## config.mk

```make
export PLATFORM = sky130hd
export DESIGN_NAME = hamming_secded_rx
export DESIGN_NICKNAME = d
export VERILOG_FILES = /design/src/rtl/hamming_pkg.sv /design/src/rtl/hamming_syndrome.sv /design/src/rtl/hamming_secded_rx.sv
export SDC_FILE = /design/constraint.sdc
export NUM_CORES = 1
export LEC_CHECK = 0
export BUFFER_PORTS_ARGS = -buffer_cell sky130_fd_sc_hd__buf_4
export CORE_AREA = 2 2 84 86
export CTS_CLUSTER_DIAMETER = 120
export CTS_CLUSTER_SIZE = 28
export DETAILED_ROUTE_END_ITERATION = 7
export DIE_AREA = 0 0 86 88
export GPL_ROUTABILITY_DRIVEN = 0
export PLACE_DENSITY = 0.77
export SLEW_MARGIN = 20
export SYNTH_ARGS = -nofsm -noshare
export SYNTH_HDL_FRONTEND = slang
export SYNTH_SLANG_ARGS = --single-unit
export TNS_END_PERCENT = 5
```

## constraint.sdc

```tcl
create_clock -name clk -period 2 [get_ports clk]
set_clock_uncertainty 0.1 [all_clocks]
set_input_delay 0.3 -clock clk [delete_from_list [all_inputs] [get_ports clk]]
set_output_delay 0.3 -clock clk [all_outputs]
set_load 0.02 [all_outputs]
```

## src/rtl/hamming_pkg.sv

```systemverilog
// Shared types and elaboration-time helpers for the extended-Hamming SECDED datapath.
package hamming_pkg;

  // Error classification reported alongside each delivered word.
  typedef enum logic [1:0] {
    ERR_NONE     = 2'b00,
    ERR_CORR     = 2'b01,
    ERR_UNCORR   = 2'b10,
    ERR_PAR_ONLY = 2'b11
  } err_type_e;

  // Codeword width including the overall parity bit at position 0.
  function automatic int unsigned cw_w(input int unsigned r);
    return 32'd1 << r;
  endfunction

  // Number of payload bits carried by one codeword.
  function automatic int unsigned d_w(input int unsigned r);
    return (32'd1 << r) - r - 32'd1;
  endfunction

  function automatic logic is_pow2(input int unsigned x);
    return (x != 0) && ((x & (x - 32'd1)) == 0);
  endfunction

  // Codeword position of data bit i: the i-th position >= 3 that is not a power of two.
  function automatic int unsigned data_pos(input int unsigned i);
    int unsigned n;
    int unsigned p;
    n = 0;
    p = 2;
    while (n <= i) begin
      p++;
      if (!is_pow2(p)) n++;
    end
    return p;
  endfunction

endpackage

```

## src/rtl/hamming_syndrome.sv

```systemverilog
// Combinational syndrome/overall-parity generator for an extended Hamming codeword.
module hamming_syndrome
  import hamming_pkg::*;
#(
  parameter int unsigned R = 4
) (
  input  logic [cw_w(R)-1:0] i_cw,
  output logic [R-1:0]       o_syn,
  output logic               o_par
);

  localparam int unsigned CW_W = cw_w(R);

  // Syndrome is the XOR of the indices of every set bit above the overall-parity bit.
  always_comb begin
    o_syn = '0;
    for (int unsigned pos = 1; pos < CW_W; pos++) begin
      if (i_cw[pos]) o_syn = o_syn ^ R'(pos);
    end
  end

  // Overall parity across the whole codeword; 1 means an odd number of flips.
  assign o_par = ^i_cw;

endmodule

```

## src/rtl/hamming_secded_rx.sv

```systemverilog
// Two-stage pipelined SECDED receiver with valid/ready handshakes and saturating error statistics.
module hamming_secded_rx
  import hamming_pkg::*;
#(
  parameter int unsigned R     = 4,
  parameter int unsigned CNT_W = 16
) (
  input  logic                 clk,
  input  logic                 rst_n,
  input  logic                 in_valid,
  output logic                 in_ready,
  input  logic [cw_w(R)-1:0]   in_cw,
  input  logic                 in_detect_only,
  output logic                 out_valid,
  input  logic                 out_ready,
  output logic [d_w(R)-1:0]    out_data,
  output logic [1:0]           out_err,
  output logic [R-1:0]         out_err_pos,
  input  logic                 clr_cnt,
  output logic [CNT_W-1:0]     corr_cnt,
  output logic [CNT_W-1:0]     uncorr_cnt
);

  localparam int unsigned D_W = d_w(R);

  // Pipeline control
  logic             w_adv1;
  logic             w_adv2;
  logic             w_out_hs;

  // Stage 1 inputs and registers
  logic [R-1:0]     w_syn;
  logic             w_par;
  logic [D_W-1:0]   w_in_data;
  logic             r_s1_valid;
  logic [D_W-1:0]   r_s1_data;
  logic [R-1:0]     r_s1_syn;
  logic             r_s1_par;
  logic             r_s1_det;

  // Stage 2 inputs and registers
  err_type_e        w_err;
  logic [R-1:0]     w_pos;
  logic             w_flip;
  logic [D_W-1:0]   w_fix_data;
  logic             r_out_valid;
  logic [D_W-1:0]   r_out_data;
  err_type_e        r_out_err;
  logic [R-1:0]     r_out_pos;

  // Statistics
  logic [CNT_W-1:0] r_corr_cnt;
  logic [CNT_W-1:0] r_uncorr_cnt;
  logic             w_is_corr;
  logic             w_is_uncorr;

  hamming_syndrome #(.R(R)) u_syndrome (
    .i_cw  (in_cw),
    .o_syn (w_syn),
    .o_par (w_par)
  );

  // Each stage advances when its downstream slot is free or being drained this cycle.
  assign w_adv2   = !r_out_valid || out_ready;
  assign w_adv1   = !r_s1_valid || w_adv2;
  assign in_ready = w_adv1;
  assign w_out_hs = r_out_valid && out_ready;

  // Only data-bearing positions are carried past stage 1; parity positions are fully
  // summarised by the syndrome and overall parity, so the correction is applied per data bit.
  for (genvar gi = 0; gi < D_W; gi++) begin : g_bits
    localparam int unsigned POS = data_pos(gi);
    assign w_in_data[gi]  = in_cw[POS];
    assign w_fix_data[gi] = r_s1_data[gi] ^ (w_flip && (r_s1_syn == R'(POS)));
  end

  // Stage 1: capture payload bits, syndrome, overall parity and the per-word detect flag.
  always_ff @(posedge clk or negedge rst_n) begin
    if (!rst_n) begin
      r_s1_valid <= 1'b0;
      r_s1_data  <= '0;
      r_s1_syn   <= '0;
      r_s1_par   <= 1'b0;
      r_s1_det   <= 1'b0;
    end else if (w_adv1) begin
      r_s1_valid <= in_valid;
      if (in_valid) begin
        r_s1_data <= w_in_data;
        r_s1_syn  <= w_syn;
        r_s1_par  <= w_par;
        r_s1_det  <= in_detect_only;
      end
    end
  end

  // Classify the stage-1 word and decide whether a data bit gets flipped.
  always_comb begin
    w_err  = ERR_NONE;
    w_pos  = '0;
    w_flip = 1'b0;
    if (r_s1_syn != '0) begin
      if (r_s1_par) begin
        w_err  = ERR_CORR;
        w_pos  = r_s1_syn;
        w_flip = !r_s1_det;
      end else begin
        w_err  = ERR_UNCORR;
      end
    end else if (r_s1_par) begin
      w_err = ERR_PAR_ONLY;
    end
  end

  // Stage 2: output register; holds steady while the consumer stalls.
  always_ff @(posedge clk or negedge rst_n) begin
    if (!rst_n) begin
      r_out_valid <= 1'b0;
      r_out_data  <= '0;
      r_out_err   <= ERR_NONE;
      r_out_pos   <= '0;
    end else if (w_adv2) begin
      r_out_valid <= r_s1_valid;
      if (r_s1_valid) begin
        r_out_data <= w_fix_data;
        r_out_err  <= w_err;
        r_out_pos  <= w_pos;
      end
    end
  end

  assign w_is_corr   = (r_out_err == ERR_CORR) || (r_out_err == ERR_PAR_ONLY);
  assign w_is_uncorr = (r_out_err == ERR_UNCORR);

  // Correctable-word counter: counts delivered words only, saturates, clear has priority.
  always_ff @(posedge clk or negedge rst_n) begin
    if (!rst_n) begin
      r_corr_cnt <= '0;
    end else if (clr_cnt) begin
      r_corr_cnt <= '0;
    end else if (w_out_hs && w_is_corr && (r_corr_cnt != '1)) begin
      r_corr_cnt <= r_corr_cnt + 1'b1;
    end
  end

  // Uncorrectable-word counter: same rules as the correctable counter.
  always_ff @(posedge clk or negedge rst_n) begin
    if (!rst_n) begin
      r_uncorr_cnt <= '0;
    end else if (clr_cnt) begin
      r_uncorr_cnt <= '0;
    end else if (w_out_hs && w_is_uncorr && (r_uncorr_cnt != '1)) begin
      r_uncorr_cnt <= r_uncorr_cnt + 1'b1;
    end
  end

  assign out_valid   = r_out_valid;
  assign out_data    = r_out_data;
  assign out_err     = r_out_err;
  assign out_err_pos = r_out_pos;
  assign corr_cnt    = r_corr_cnt;
  assign uncorr_cnt  = r_uncorr_cnt;

endmodule
```

==> results.yml <==
outcome:
  status: "complete, no violations"
setup_path:
  critical-path-slowest-cell: "dfrtp_1"
  worstSetupEndpointType: "flip-flop"
  crit_chain: "and3_1 > nand3_1 > o21ai_1 > mux2i_1 > nor2_1"
  cp_top_family: "simple AND/OR/NAND/NOR gates"
  crit_required_ps: 2120
  path_class: "reg -> reg"
  cp-start-kind: "flip-flop"
  crit_buf_inv: 0
  crit_fanout: 9
  crit_arrival_ps: 1920
  cpPeakStageDelay_ps: 430
pwr:
  seqPwrFrac: 0.444
  p_leak_nw: 1.987
  power_density_nw_per_um2: 903.9
  comb_power_share: 0.230
  ir_drop_mv: 0.5279
  power_switching_mw: 1.233
  swShare: 0.3076
  power.total_mw: 4.009
  p_int_mw: 2.776
  p_clk_frac: 0.326
die:
  dieArea_sq_um: 7568
  initial_core_util: 0.5266
  ioPinCount: 73
  fp.dieH_um: 88
  die_x_um: 86
  coreArea_sq_um: 6644
  num_rows: 30
global_routing:
  grt_util_met1: 0.2556
  grt_pass1_vias: 2646
  grt_pass1_wl_mm: 12.45
  grt_max_degree: 38
  grt_use_met2: 0.3594
  globalRouteTotalUtil: 0.2107
  antenna_found_initial: 0
  gr-total-overflow: 0
  grt_busiest_layer: "met2"
  met3_usage: 0.04430
sta:
  setup-violations-final: 0
  fin_crit_sh: 0.9016
  max_freq_mhz: 554.6
  maxSlewViolCount: 0
  setup_tns_ps: 0
  finalHoldViolCount: 0
  slew_headroom: 0.6990
  rsz0062_at_grt: "false"
  fin_crit_ps: 1803
  tightest_slew_ps: 448.0
yosys:
  yosysTopAreaCellShare: 0.4864
  synth_area_sq_um: 3498
  synth_adder_area_share: 0.007153
  yosys.area_share.simple: 0.2239
  synth.distinct_cells: 41
  synth_warnings: 0
  synth_compound_area_frac: 0.06009
  syn-num-nets: 368
  synthTopCellsByArea: "dfrtp_1 (49%), xnor2_1 (8.3%), xor2_1 (6.8%)"
  synth_flop_cell: "dfrtp_1"
  synth_edf_count: 0
  avgSynthCellArea_sq_um: 10.17
  synth.largest_area_cell: "dfrtp_1"
  synth.top_cells.by_count: "dfrtp_1 (68), nand2_1 (42), xnor2_1 (33)"
  async_reset_ff_frac: 1.000
  yosysMostFrequentCell: "dfrtp_1"
  synth_xor_area_frac: 0.1567
  seq_area_frac_synth: 0.4864
  synth_cells: 344
  synth_top_family_by_area: "simple AND/OR/NAND/NOR gates"
  synthMuxAreaShare: 0.05079
  ys_ff_latch: 68
clock_tree:
  cts.repair.resized: 0
  post_cts_buffers: 0
  cts_tree: "done"
  cts_hold_buf: 1
  cts_root_buffer: "clkbuf_8"
  htree_levels: 3
  clkSlewWorstSetupHoldPaths_ps: 80
  clk_latency_ps: 340
  cts_buffers: 9
  cts.sinks: 68
  clk_path_buf_depth: 2
routing:
  num_vias: 2789
  avgViaCountPerCell: 5.458
  drc: 0
  drtIter0Drc: 109
  ant_nets: 0
  dr.pass1.iters: 4
  wirelength_mm: 7.619
  wl_per_cell_um: 14.91
cells_and_area:
  drive_above_1_share: 0.2738
  area.growth.synth_to_final_pct: 26.79
  fill_cells: 537
  antennaDiodeCount: 0
  stdcell_area_sq_um: 4436
  nNetsFinal: 450
placement:
  port_buffers: 72
  postPlaceCellArea_sq_um: 4190
  dp_hpwl_mm: 5.442
hold_path:
  min_path_type: "in -> reg"
job:
  drv_cap: 0
-- cells by family (layout without fill, tap and decap cells) --
family	Yosys count	in the layout
AND/OR/NAND/NOR	148	148
flip-flops	68	68
XOR/XNOR	61	61
AO/OA/AOI/OAI	36	36
multiplexers	16	16
buffers and inverters	13	100
adder cells (fa/ha/maj)	2	2
-- stage by stage --
step	worst slack [ps]	hold WS (ps)	cells	utilization
6_report	196.7	71.80	511	0.6676
5_1_grt	17.74	55.56	511	0.6676
4_1_cts	200.7	61.77	511	0.6676
3_5_place_dp	269.9	166.0	494	0.6307
3_3_place_gp	287.7	168.7	494	0.6307
2_1_floorplan	201.8	-95.59	344	-
-- routing by layer --
layer  share of wire  vias to the layer above
met5               0                        -
met3           0.047                       12
met2            0.51                       75
met1            0.43                     1344
met4           0.018                        0
li1                -                     1358
-- worst paths after layout --
| kind | start | to | slack [ps] | depth (start not counted) |
|---|---|---|---|---|
| worst max-delay path | uncorr_cnt[6] | uncorr_cnt[1] | 200 | 5 |
| worst min-delay path | in_valid | r_s1_valid | 70 | 2 |
| worst max register to register | uncorr_cnt[6] | uncorr_cnt[1] | 200 | 5 |
| worst min register to register | out_err_pos[2] | out_err_pos[2] | 370 | 2 |
| max in group asynchronous | rst_n | uncorr_cnt[1] | 920 | 3 |
| min in group asynchronous | rst_n | uncorr_cnt[9] | 340 | 2 |
-- final cells by class --
| type | instances | area (sq um) | share of cell area |
|---|---|---|---|
| multi-input combinational | 263 | 1744 | 0.3932 |
| sequential | 68 | 1702 | 0.3836 |
| timing repair buffer | 83 | 650.6 | 0.1467 |
| clock buffer | 11 | 151.4 | 0.03413 |
| tap | 80 | 100.1 | 0.02257 |
| clock inverter | 5 | 83.83 | 0.01890 |
| inverter | 1 | 3.754 | 0.0008463 |
-- sequential cells by signal, summed over array words and instances (netlist names), 2 cells and up --
signal       count
corr_cnt        16
out_data        11
out_err          2
out_err_pos      4
r_s1_data       11
r_s1_syn         4
uncorr_cnt      16
-- power by group through the flow --
| stage | Combinational, mW | Clock [mW] | Sequential (mW) |
|---|---|---|---|
| 4_1_cts | 0.938 | 1.33 | 1.78 |
| 6_report | 0.922 | 1.31 | 1.78 |
| 5_1_grt | 1.02 | 1.38 | 1.81 |
| 3_3_place_gp | 0.913 | 0 | 1.79 |
| 2_1_floorplan | 0.490 | 0 | 1.86 |
| 3_5_place_dp | 0.931 | 0 | 1.81 |
-- cell usage in the layout, fill, tap and decap left out, types with 6 or more instances in the layout --
cell | netlist | final
buf_4 | 0 | 80
dfrtp_1 | 68 | 68
nand2_1 | 42 | 42
xnor2_1 | 33 | 33
nor2_1 | 31 | 31
xor2_1 | 27 | 27
o21ai_0 | 21 | 21
nor3_1 | 14 | 14
mux2_2 | 14 | 14
nand3_1 | 12 | 12
clkbuf_8 | 0 | 11
and3_1 | 8 | 8
nand4_1 | 8 | 8
nand2b_1 | 6 | 6
Note: power is estimated with default switching activity, not from simulation.
